<file path="config.mk">
export PLATFORM = sky130hd
export DESIGN_NAME = mac_dot_seq
export DESIGN_NICKNAME = d
export VERILOG_FILES = /design/src/rtl/mac_pkg.sv /design/src/rtl/mac_acc_lane.sv /design/src/rtl/mac_dot_seq.sv
export SDC_FILE = /design/constraint.sdc
export NUM_CORES = 1
export LEC_CHECK = 0
export ABC_CLOCK_PERIOD_IN_PS = 11700
export BUFFER_PORTS_ARGS = -buffer_cell sky130_fd_sc_hd__buf_4
export CORE_MARGIN = 5
export CORE_UTILIZATION = 64
export DETAILED_ROUTE_END_ITERATION = 7
export MAX_ROUTING_LAYER = met4
export PLACE_DENSITY = 0.83
export SLEW_MARGIN = 20
export SYNTH_ARGS = -nofsm -noshare
export SYNTH_HDL_FRONTEND = slang
export SYNTH_SLANG_ARGS = --single-unit
</file>
<file path="constraint.sdc">
create_clock -name clk -period 11.7 [get_ports clk]
set_clock_uncertainty 0.15 [all_clocks]
set_input_delay 3.51 -clock clk [delete_from_list [all_inputs] [get_ports clk]]
set_output_delay 3.51 -clock clk [all_outputs]
set_load 0.03 [all_outputs]
</file>
<file path="src/rtl/mac_pkg.sv">
// Shared widths, sequencer state encoding and drain length for the
// dot-product sequencer and its MAC lane.
package mac_pkg;

  localparam int DATA_W       = 16;
  localparam int ACC_W        = 40;
  localparam int LEN_W        = 8;
  localparam int DRAIN_CYCLES = 2;
  localparam int DRAIN_W      = $clog2(DRAIN_CYCLES + 1);

  typedef enum logic [1:0] {
    IDLE  = 2'd0,
    RUN   = 2'd1,
    DRAIN = 2'd2,
    DONE  = 2'd3
  } mac_seq_state_t;

endpackage

</file>
<file path="src/rtl/mac_acc_lane.sv">
// Registered signed 16x16 multiply feeding a wrapping accumulator.
// clr has priority over en; the product lands one edge before the accumulate.
module mac_acc_lane #(
  parameter int DATA_W = mac_pkg::DATA_W,
  parameter int ACC_W  = mac_pkg::ACC_W
) (
  input  logic                     clk,
  input  logic                     reset,
  input  logic                     clr,
  input  logic                     en,
  input  logic signed [DATA_W-1:0] a,
  input  logic signed [DATA_W-1:0] b,
  output logic        [ACC_W-1:0]  acc
);

  localparam int PROD_W = 2 * DATA_W;

  logic signed [PROD_W-1:0] prod;
  logic                     prod_vld;

  always_ff @(posedge clk) begin
    if (reset || clr) begin
      prod     <= '0;
      prod_vld <= 1'b0;
      acc      <= '0;
    end else begin
      if (en) begin
        prod <= a * b;
      end
      prod_vld <= en;
      // sign-extend the product to the accumulator width; the add wraps
      if (prod_vld) begin
        acc <= acc + {{(ACC_W - PROD_W){prod[PROD_W-1]}}, prod};
      end
    end
  end

endmodule

</file>
<file path="src/rtl/mac_dot_seq.sv">
// Dot-product job sequencer: takes start+len, streams operand pairs through the
// MAC lane, drains the pipeline and presents the sum on a valid/ready port.
//
// state | meaning
// IDLE  | waiting for start; accumulator holds the previous result
// RUN   | accepting operand pairs until the remaining count reaches zero
// DRAIN | fixed wait so the last product reaches the accumulator
// DONE  | result valid, waiting for res_ready
module mac_dot_seq
  import mac_pkg::*;
#(
  parameter int DATA_W = mac_pkg::DATA_W,
  parameter int ACC_W  = mac_pkg::ACC_W,
  parameter int LEN_W  = mac_pkg::LEN_W
) (
  input  logic                     clk,
  input  logic                     reset,
  input  logic                     start,
  input  logic        [LEN_W-1:0]  len,
  output logic                     busy,
  input  logic                     in_valid,
  output logic                     in_ready,
  input  logic signed [DATA_W-1:0] inputA,
  input  logic signed [DATA_W-1:0] inputB,
  output logic                     res_valid,
  input  logic                     res_ready,
  output logic        [ACC_W-1:0]  z
);

  mac_seq_state_t       state, state_nxt;
  logic [LEN_W-1:0]     cnt;
  logic [DRAIN_W-1:0]   drain_cnt;
  logic                 beat;
  logic                 job_clr;

  always_ff @(posedge clk) begin
    if (reset) begin
      state <= IDLE;
    end else begin
      state <= state_nxt;
    end
  end

  always_comb begin
    state_nxt = state;
    busy      = 1'b1;
    in_ready  = 1'b0;
    res_valid = 1'b0;
    beat      = 1'b0;
    job_clr   = 1'b0;
    case (state)
      IDLE: begin
        busy = 1'b0;
        if (start) begin
          job_clr   = 1'b1;
          state_nxt = (len == '0) ? DONE : RUN;
        end
      end
      RUN: begin
        in_ready = 1'b1;
        beat     = in_valid;
        if (in_valid && cnt == LEN_W'(1)) begin
          state_nxt = DRAIN;
        end
      end
      DRAIN: begin
        if (drain_cnt == '0) begin
          state_nxt = DONE;
        end
      end
      DONE: begin
        res_valid = 1'b1;
        if (res_ready) begin
          state_nxt = IDLE;
        end
      end
      default: state_nxt = IDLE;
    endcase
  end

  // remaining-beat and drain down-counters
  always_ff @(posedge clk) begin
    if (reset) begin
      cnt       <= '0;
      drain_cnt <= '0;
    end else begin
      if (state == IDLE && start) begin
        cnt <= len;
      end else if (beat) begin
        cnt <= cnt - LEN_W'(1);
      end
      if (state == RUN) begin
        drain_cnt <= DRAIN_W'(DRAIN_CYCLES - 1);
      end else if (state == DRAIN && drain_cnt != '0) begin
        drain_cnt <= drain_cnt - DRAIN_W'(1);
      end
    end
  end

  mac_acc_lane #(
    .DATA_W(DATA_W),
    .ACC_W (ACC_W)
  ) u_lane (
    .clk  (clk),
    .reset(reset),
    .clr  (job_clr),
    .en   (beat),
    .a    (inputA),
    .b    (inputB),
    .acc  (z)
  );

endmodule

</file>
==> reports/qor.csv <==
metric,value,unit
outcome,"finished, final reports clean",
finalHoldViolCount,0,
fin_crit_sh,0.8107,
crit_path_start,inputA[15],
ys_async_sr_fraction,0,
syn_avg_cell_area,8.626,um2
rsz0062_at_grt,no,
cts_buffers,9,
relSlewSlack,0.5489,
ff2ff_setup_slack,8360,ps
fmax,0.1054,GHz
grt_pass1_vias,12310,
vias_per_cell,5.626,
yosysUniqueCellTypes,72,
grt_use_total,0.2755,
final.setup.tns,0,ps
root_buffer,clkbuf_16,
rr_startpoint,u_lane.acc[0],
hp-class,register to register,
io_pins,88,
dp_hpwl,28190,um
rr_worst_depth,12,
r2r_end,u_lane.acc[38],
grt_max_degree,66,
finalSetupViolCount,0,
core_area,23400,um2
syn_nets,2194,
end_kind,register,
place_congestion,0.9231,
tritoncts,built,
wl_per_cell,16.09,um
final_nets,2233,
cts.path.max_buffers,2,
whs_path_depth,2,
area_growth,7.612,%
synth_warnings,0,
drive_above_1_share,0.06941,
maxCapViolCount,0,
seq_area_frac_synth,0.1123,
antenna_found_initial,0,
hp-start,u_lane.prod[16],
port_buffers,87,
synth_edf_count,0,
overflow,0,
synthCells,1757,
critical_path_arrival,9570,ps
route.detailed.drc,0,
die_h,163.9,um
synth.ff_latch_count,85,
worstMarginPinSlew,676.6,ps
ant_nets,0,
path_class,primary input to register,
initial_core_util,0.6476,
startpoint_type,primary input,
maxSlewViolCount,0,
clock-sinks,85,
cts_resized,0,
cts_htree_levels,3,
synthesis.area,15160,um2
synthFlopType,dfxtp_1,
dr.pass1.iters,5,
clkSlewWorstSetupHoldPaths,60,ps
holdBufCountCts,0,
vias,11930,
timing.hold.ws,303.8,ps
grt_pass1_wl,58830,um
diodes,0,
drt_iter0_drc,959,
die_area,26860,um2
routed_wl,34110,um
critPathMaxFanout,16,
min_to,u_lane.prod[16],
post-route-min-period,9485,ps
clock_latency,340,ps
postCtsSetupBuffers,0,
die_x,163.9,um
rows,56,
crit_required,11790,ps
==> critical path, stage by stage <==
cell and delay [ps]:
buf_4 180, nand2_1 120, inv_1 90, fa_1 610
fa_1 790, inv_1 160, fa_1 440, fa_1 540
inv_1 50, fa_1 530, inv_1 50, fa_1 470
inv_1 40, ha_1 370, nand3_1 90, or2_2 280
nand4bb_1 210, a211oi_1 410, o211ai_1 170, a21o_1 210
a31o_2 230
==> synthesized netlist by cell type, drive strengths merged (3+ instances only) <==
cell type / number / share of area
o21bai: 11 / 0.0054
nor4: 9 / 0.0037
inv: 341 / 0.084
nor2b: 8 / 0.0033
nand2b: 11 / 0.0045
a311oi: 4 / 0.0023
nand4: 11 / 0.0045
a21boi: 3 / 0.0015
or3: 5 / 0.0021
a21o: 32 / 0.016
and3: 11 / 0.0045
a31oi: 11 / 0.0055
xnor2: 40 / 0.023
nand3: 39 / 0.013
a21oi: 78 / 0.026
buf: 7 / 0.0018
mux2i: 24 / 0.016
a211oi: 23 / 0.011
xor2: 19 / 0.011
nand3b: 3 / 0.0015
o21ai: 38 / 0.013
nor3: 20 / 0.0066
o31ai: 5 / 0.0031
dfxtp: 85 / 0.11
and2: 127 / 0.053
nand2: 195 / 0.048
clkbuf: 57 / 0.014
o211ai: 12 / 0.0059
o21a: 7 / 0.0035
or4: 4 / 0.0020
o22ai: 4 / 0.0017
nor2: 88 / 0.022
ha: 129 / 0.11
fa: 263 / 0.35
==> sequential cells by signal (all words and copies together), names as in the netlist <==
| signal | count |
|---|---|
| u_lane.prod | 32 |
| u_lane.acc | 40 |
| state | 2 |
| u_lane.prod_vld | 1 |
| cnt | 8 |
| drain_cnt | 2 |
==> per-layer routing <==
metal | vias up | wire, um | share of wire | track usage
li1 | 5632 | - | - | -
met1 | 5834 | 15220 | 0.45 | 0.3804
met2 | 408 | 15900 | 0.47 | 0.4288
met3 | 54 | 2576 | 0.076 | 0.05270
met4 | 0 | 423 | 0.012 | 0.06138
met5 | - | 0 | 0 | -
==> cell usage in the layout (no fill, tap or decap), drive strengths merged, types with 3 or more instances in the layout <==
master	n
inv	342
fa	263
nand2	195
ha	129
and2	127
buf	92
nor2	88
dfxtp	85
a21oi	78
xnor2	40
nand3	39
o21ai	38
a21o	32
mux2i	24
a211oi	23
nor3	20
xor2	19
o211ai	12
o21bai	11
and3	11
nand4	11
nand2b	11
a31oi	11
nor4	9
clkbuf	9
nor2b	8
o21a	7
or3	5
o31ai	5
or4	4
o22ai	4
a311oi	4
clkinvlp	4
nand3b	3
a21boi	3
==> worst max-delay path by stage <==
| stage | endpoint | slack [ps] | cells after the start |
|---|---|---|---|
| floorplan | u_lane.prod[30] | 2210 | 22 |
| global placement | u_lane.prod[30] | 2000 | 21 |
| detailed placement | u_lane.prod[30] | 1890 | 21 |
| CTS | u_lane.prod[30] | 2260 | 21 |
| global route | u_lane.prod[30] | 1780 | 22 |
| finish | u_lane.prod[30] | 2210 | 21 |
==> layout make-up <==
cell class              count  area [um2]
inverters                 341        1280
fillers                  1872        7093
repair buffers             92       690.7
clock inverters             7       73.82
flip-flops and latches     85        1703
clock buffers               9       225.2
multi-input cells        1267       11940
well taps                 319       399.1
==> stage by stage <==
step | instances | instance area (um2) | setup WS (ps) | util
4_1_cts | 2120 | 16310 | 2259 | 0.6969
3_3_place_gp | 2104 | 16010 | 1996 | 0.6841
6_report | 2120 | 16310 | 2215 | 0.6969
2_1_floorplan | 1757 | 15160 | 2210 | -
3_5_place_dp | 2104 | 16010 | 1889 | 0.6841
5_1_grt | 2120 | 16310 | 1783 | 0.6969
==> logic make-up (layout without fill, tap and decap cells) <==
group / Yosys count / after routing / share of synthesized area
adders and majority gates: 392 / 392 / 0.4539
muxes: 24 / 24 / 0.01585
and+or+nand+nor: 540 / 540 / 0.1736
DFF: 85 / 85 / 0.1123
xor gates and xnor gates: 59 / 59 / 0.03410
AOI/OAI and AO/OA: 252 / 252 / 0.1098
buffers and inverters: 405 / 449 / 0.1005
Power is left out: the tool's default activity adds up to more than one toggle a clock period on the data nets, which glitch-free logic cannot reach.
